===== config.mk =====
export PLATFORM = sky130hd
export DESIGN_NAME = io_port_bridge
export DESIGN_NICKNAME = d
export VERILOG_FILES = /design/src/rtl/io_port_bridge_pkg.sv /design/src/rtl/io_out_fifo.sv /design/src/rtl/io_port_bridge.sv
export SDC_FILE = /design/constraint.sdc
export NUM_CORES = 1
export LEC_CHECK = 0
export CAP_MARGIN = 5
export CORE_ASPECT_RATIO = 1.1
export CORE_UTILIZATION = 40
export DETAILED_ROUTE_END_ITERATION = 10
export SYNTH_ARGS = -nofsm -noshare
export SYNTH_HDL_FRONTEND = slang
export SYNTH_HIERARCHICAL = 1
export SYNTH_SLANG_ARGS = --single-unit

===== constraint.sdc =====
create_clock -name clk -period 2.3 [get_ports clk]
set_input_delay 0.575 -clock clk [delete_from_list [all_inputs] [get_ports clk]]
set_output_delay 0.575 -clock clk [all_outputs]
set_load 0.005 [all_outputs]

===== src/rtl/io_port_bridge_pkg.sv =====
// Shared types and default sizing for the processor I/O port bridge.
package io_port_bridge_pkg;

   localparam int unsigned IobDataWidth = 16;
   localparam int unsigned IobFifoDepth = 4;
   localparam int unsigned IobHoldoff   = 8;

   typedef enum logic [1:0] {
      StIdle = 2'd0,
      StFire = 2'd1,
      StHold = 2'd2
   } iob_state_e;

endpackage


===== src/rtl/io_out_fifo.sv =====
// Show-ahead FIFO for processor OUT words; drops pushes when full and flags it stickily.
module io_out_fifo
   import io_port_bridge_pkg::*;
#(
   parameter int unsigned DATA_WIDTH = IobDataWidth,
   parameter int unsigned DEPTH      = IobFifoDepth
) (
   input  logic                         clk,
   input  logic                         reset,
   input  logic                         push,
   input  logic [DATA_WIDTH-1:0]        push_data,
   input  logic                         pop,
   output logic [DATA_WIDTH-1:0]        pop_data,
   output logic [$clog2(DEPTH):0]       count,
   output logic                         overflow
);

   localparam int unsigned PtrW = $clog2(DEPTH);
   localparam int unsigned CntW = PtrW + 1;

   logic [DATA_WIDTH-1:0] mem_q [DEPTH];
   logic [PtrW-1:0]       wr_ptr_q, rd_ptr_q;
   logic [CntW-1:0]       count_q, count_d;
   logic                  overflow_q;
   logic                  full, empty, do_push, do_pop;

   assign full    = (count_q == CntW'(DEPTH));
   assign empty   = (count_q == '0);
   assign do_pop  = pop && !empty;
   // A simultaneous pop frees the slot, so a full FIFO can still take the push.
   assign do_push = push && (!full || do_pop);

   always_comb begin
      count_d = count_q;
      if (do_push && !do_pop) begin
         count_d = count_q + 1'b1;
      end else if (!do_push && do_pop) begin
         count_d = count_q - 1'b1;
      end
   end

   always_ff @(posedge clk or negedge reset) begin
      if (!reset) begin
         wr_ptr_q   <= '0;
         rd_ptr_q   <= '0;
         count_q    <= '0;
         overflow_q <= 1'b0;
      end else begin
         if (do_push) wr_ptr_q <= wr_ptr_q + 1'b1;
         if (do_pop)  rd_ptr_q <= rd_ptr_q + 1'b1;
         count_q <= count_d;
         if (push && !do_push) overflow_q <= 1'b1;
      end
   end

   always_ff @(posedge clk) begin
      if (do_push) mem_q[wr_ptr_q] <= push_data;
   end

   assign pop_data = mem_q[rd_ptr_q];
   assign count    = count_q;
   assign overflow = overflow_q;

endmodule


===== src/rtl/io_port_bridge.sv =====
// Device-side bridge: buffers processor OUT words for a consumer and feeds producer
// words to processor IN with a one-cycle interrupt followed by a hold-off window.
module io_port_bridge
   import io_port_bridge_pkg::*;
#(
   parameter int unsigned DATA_WIDTH     = IobDataWidth,
   parameter int unsigned OUT_FIFO_DEPTH = IobFifoDepth,
   parameter int unsigned HOLDOFF_CYCLES = IobHoldoff
) (
   input  logic                  clk,
   input  logic                  reset,
   input  logic [DATA_WIDTH-1:0] outPortData,
   input  logic                  outSignalEn,
   output logic [DATA_WIDTH-1:0] inPortData,
   output logic                  interruptSignal,
   input  logic [DATA_WIDTH-1:0] ext_in_data,
   input  logic                  ext_in_valid,
   output logic                  ext_in_ready,
   output logic [DATA_WIDTH-1:0] ext_out_data,
   output logic                  ext_out_valid,
   input  logic                  ext_out_ready,
   output logic                  overflow
);

   localparam int unsigned CntW = $clog2(HOLDOFF_CYCLES + 1);

   logic [$clog2(OUT_FIFO_DEPTH):0] fifo_count;

   io_out_fifo #(
      .DATA_WIDTH (DATA_WIDTH),
      .DEPTH      (OUT_FIFO_DEPTH)
   ) u_out_fifo (
      .clk       (clk),
      .reset     (reset),
      .push      (outSignalEn),
      .push_data (outPortData),
      .pop       (ext_out_ready),
      .pop_data  (ext_out_data),
      .count     (fifo_count),
      .overflow  (overflow)
   );

   assign ext_out_valid = (fifo_count != '0);

   iob_state_e            state_q, state_d;
   logic [CntW-1:0]       cnt_q, cnt_d;
   logic [DATA_WIDTH-1:0] in_data_q, in_data_d;
   logic                  ready_idle;
   logic                  irq;

   always_comb begin
      state_d    = state_q;
      cnt_d      = cnt_q;
      in_data_d  = in_data_q;
      ready_idle = 1'b0;
      irq        = 1'b0;
      unique case (state_q)
         StIdle: begin
            ready_idle = 1'b1;
            if (ext_in_valid) begin
               in_data_d = ext_in_data;
               state_d   = StFire;
            end
         end
         StFire: begin
            irq     = 1'b1;
            cnt_d   = CntW'(HOLDOFF_CYCLES - 1);
            state_d = StHold;
         end
         StHold: begin
            if (cnt_q != '0) begin
               cnt_d = cnt_q - 1'b1;
            end else begin
               state_d = StIdle;
            end
         end
         default: state_d = StIdle;
      endcase
   end

   always_ff @(posedge clk or negedge reset) begin
      if (!reset) begin
         state_q   <= StIdle;
         cnt_q     <= '0;
         in_data_q <= '0;
      end else begin
         state_q   <= state_d;
         cnt_q     <= cnt_d;
         in_data_q <= in_data_d;
      end
   end

   // State resets to IDLE, so ready must be masked explicitly while reset is held.
   assign ext_in_ready    = ready_idle & reset;
   assign interruptSignal = irq;
   assign inPortData      = in_data_q;

endmodule

==> results.yml <==
layout:
  fin_nets: 345
  area_delta_synth_final_pct: 32.8
  diodes: 0
  fillers: 762
  drive_gt1_share_pct: 34.3
cts:
  clkSinkCount: 94
  path_clk_slew_ps: 90
  numCtsBuffers: 9
  cts-root-buf: "clkbuf_8"
  htree_num_levels: 3
  tritoncts: "built"
  clock_latency_ps: 360
  cts_buffer_depth: 2
logic_synthesis:
  synth_fp_nets: 237
  synth.distinct_cells: 37
  yosys_warnings: 6
  synthesis.area_um2: 3810
  synthCells: 193
  synth_area_per_cell_um2: 19.7
  ys_ff_latch: 94
  ys_async_sr_fraction_pct: 31.9
  synth-main-ff-cell: "edfxtp_1"
  synth_edf_count: 64
  seq_area_frac_synth_pct: 70.1
timing:
  finalHoldViolCount: 0
  fin_crit_sh_pct: 98.7
  finalWorstSetupSlack_ps: 29.5
  layout_min_cycle_time_ps: 2270
  tightest_slew_ps: 530
  whs_ps: 497
  fin_tns_setup_ps: 0
  clock.fmax_mhz: 440
  final_max_slew_viol_count: 0
  slew-limit-headroom_pct: 64.2
  setup_violations: 0
  rsz0062_at_grt: "yes"
  clock_skew_ps: 8.91
critical_path:
  start_kind: "register"
  crit_required_ps: 1730
  crit_path_end_kind: "output port"
  worst_ep_arrival_time_ps: 1700
  worstSetupPathType: "reg2out"
  crit_path_max_fanout: 8
  r2r_start: "u_out_fifo/count[0]"
  startpoint: "u_out_fifo/rd_ptr_q[0]"
grt:
  grt_usage_pct: 14.6
  antenna_found_initial: 0
  grt_first_pass_wirelength_mm: 10.7
  gr-total-overflow: 0
  first_global_vias: 2166
  grt_start_max_net_pins: 31
detailed_routing:
  top_layer: "met4"
  dr.pass1.iters: 4
  route.met3.wl_um: 290
  drcViolationCount: 0
  wl_per_cell_um: 15.6
  vias_per_cell: 4.90
  num_vias: 2071
  drt-initial-drc-count: 39
  postRouteWirelength_mm: 6.61
  drt-met1-wl_mm: 2.82
  met2_length_mm: 3.39
  drtAntennaViolNets: 0
pwr:
  power_density_nw_per_um2: 1200
  vdd_drop_max_v: 0.000507
  total_leakage_power_nw: 1.90
placed_design:
  port_buffers: 72
  gp_congestion: 0.693
  dp_slack_ps: -217
  dp_hpwl_mm: 4.22
floorplan:
  dieArea_um2: 9920
  die_y_um: 104
  coreArea_um2: 9310
  rows: 37
  top_level_ports: 73
  die_width_um: 95.1
  initial_utilization_pct: 40.9
job:
  drv_cap: 0
outcome:
  run_status: "finished, final reports clean"
min_path:
  hp-start: "u_out_fifo/overflow"
  hold_class: "reg2reg"
-- registers in the layout (all words and copies together) (netlist names) --
register,count
u_out_fifo/count,3
u_out_fifo/rd_ptr_q,2
u_out_fifo/wr_ptr_q,2
inPortData,16
u_out_fifo/overflow,1
state_q,2
u_out_fifo/mem_q,64
cnt_q,4
-- cell usage after synthesis, types with 3 or more instances --
cell      count  share of area [%]
ha_1          6                2.0
and2_1        4               0.66
inv_1         7               0.69
mux2_4       10                3.9
mux4_2       10                5.9
mux2_2        8                2.4
xnor2_1       4               0.92
nor2b_1       3               0.49
dfrtp_1      30                 20
a31oi_1       3               0.49
mux4_1        6                4.1
nor2_1        4               0.39
buf_2         4               0.53
edfxtp_1     64                 50
-- stage by stage --
step / utilization [%] / power [mW] / area (um2) / instances
after floorplan: - / 3.80 / 3810 / 193
after global placement: 51.5 / 4.96 / 4790 / 390
after detailed placement: 51.5 / 5.00 / 4790 / 390
after CTS: 54.1 / 6.13 / 5030 / 419
after global routing: 54.4 / 6.47 / 5060 / 423
final: 54.4 / 6.09 / 5060 / 423
-- final cells by class --
| cell class | instances | area [um2] | share of cell area [%] |
|---|---|---|---|
| multi-input combinational | 84 | 1010 | 20.0 |
| tap | 117 | 146 | 2.89 |
| clock inverter | 7 | 57.6 | 1.14 |
| clock buffer | 9 | 124 | 2.45 |
| inverter | 7 | 26.3 | 0.519 |
| sequential | 94 | 2680 | 52.9 |
| timing repair buffer | 105 | 1020 | 20.1 |
-- routing by layer --
| metal | vias to the layer above | track usage, % |
|---|---|---|
| met2 | 59 | 24.1 |
| met4 | 0 | 6.17 |
| met3 | 10 | 3.95 |
| met1 | 1040 | 17.9 |
| met5 | - | 0 |
| li1 | 962 | - |
-- cells in the final DEF (no fill, tap or decap), types with 3 or more instances in the layout --
cell type        Yosys  routed
edfxtp_1            64      64
clkdlybuf4s50_1      0      55
dfrtp_1             30      27
buf_4                0      17
mux4_2              10      16
buf_2                4      11
mux2_4              10      10
buf_6                2      10
clkbuf_8             0       9
mux2_2               8       8
inv_1                7       7
ha_1                 6       6
buf_12               1       6
nor2_1               4       4
clkinvlp_4           0       4
clkbuf_2             0       4
and2_1               4       4
xnor2_1              4       4
nor2b_1              3       3
a31oi_1              3       3
dfrtp_2              0       3
-- critical path, cell delays in order, from the launching register on --
cell and delay, ps:
dfrtp_2 440, clkbuf_16 180, buf_4 110, mux4_2 470, buf_2 140
-- logic make-up after synthesis --
logic type / synth area share [%]
XOR/XNOR: 1.38
multiplexers: 16.4
AO/OA/AOI/OAI: 2.56
flip-flops: 70.1
AND/OR/NAND/NOR: 4.33
buffers and inverters: 2.73
adder cells (fa/ha/maj): 2.50
-- report_power, final --
part	switching [mW]	internal, mW	total (mW)
clock network	0.597	0.405	1.00
registers	0.249	2.32	2.57
logic	0.911	1.61	2.52
total	1.76	4.33	6.09
-- final timing paths --
path	endpoint	slack (ps)	cells past startpoint
max	ext_out_data[2]	30	4
min	u_out_fifo/overflow	500	1
max reg2reg	u_out_fifo/count[2]	240	8
min reg2reg	u_out_fifo/overflow	500	1
max in group asynchronous	u_out_fifo/count[1]	1370	2
min in group asynchronous	inPortData[11]	620	2
-- what timing repair did --
action                                  in CTS  in global routing
setup buffers                               12                  4
pin swaps                                    0                  0
gates cloned                                 1                  0
resized for setup                           70                 11
endpoints found under the setup margin      17                 16
hold buffers                                 0                  0
hold endpoints to repair                     0                  0
Note: power is estimated with default switching activity, not from simulation.
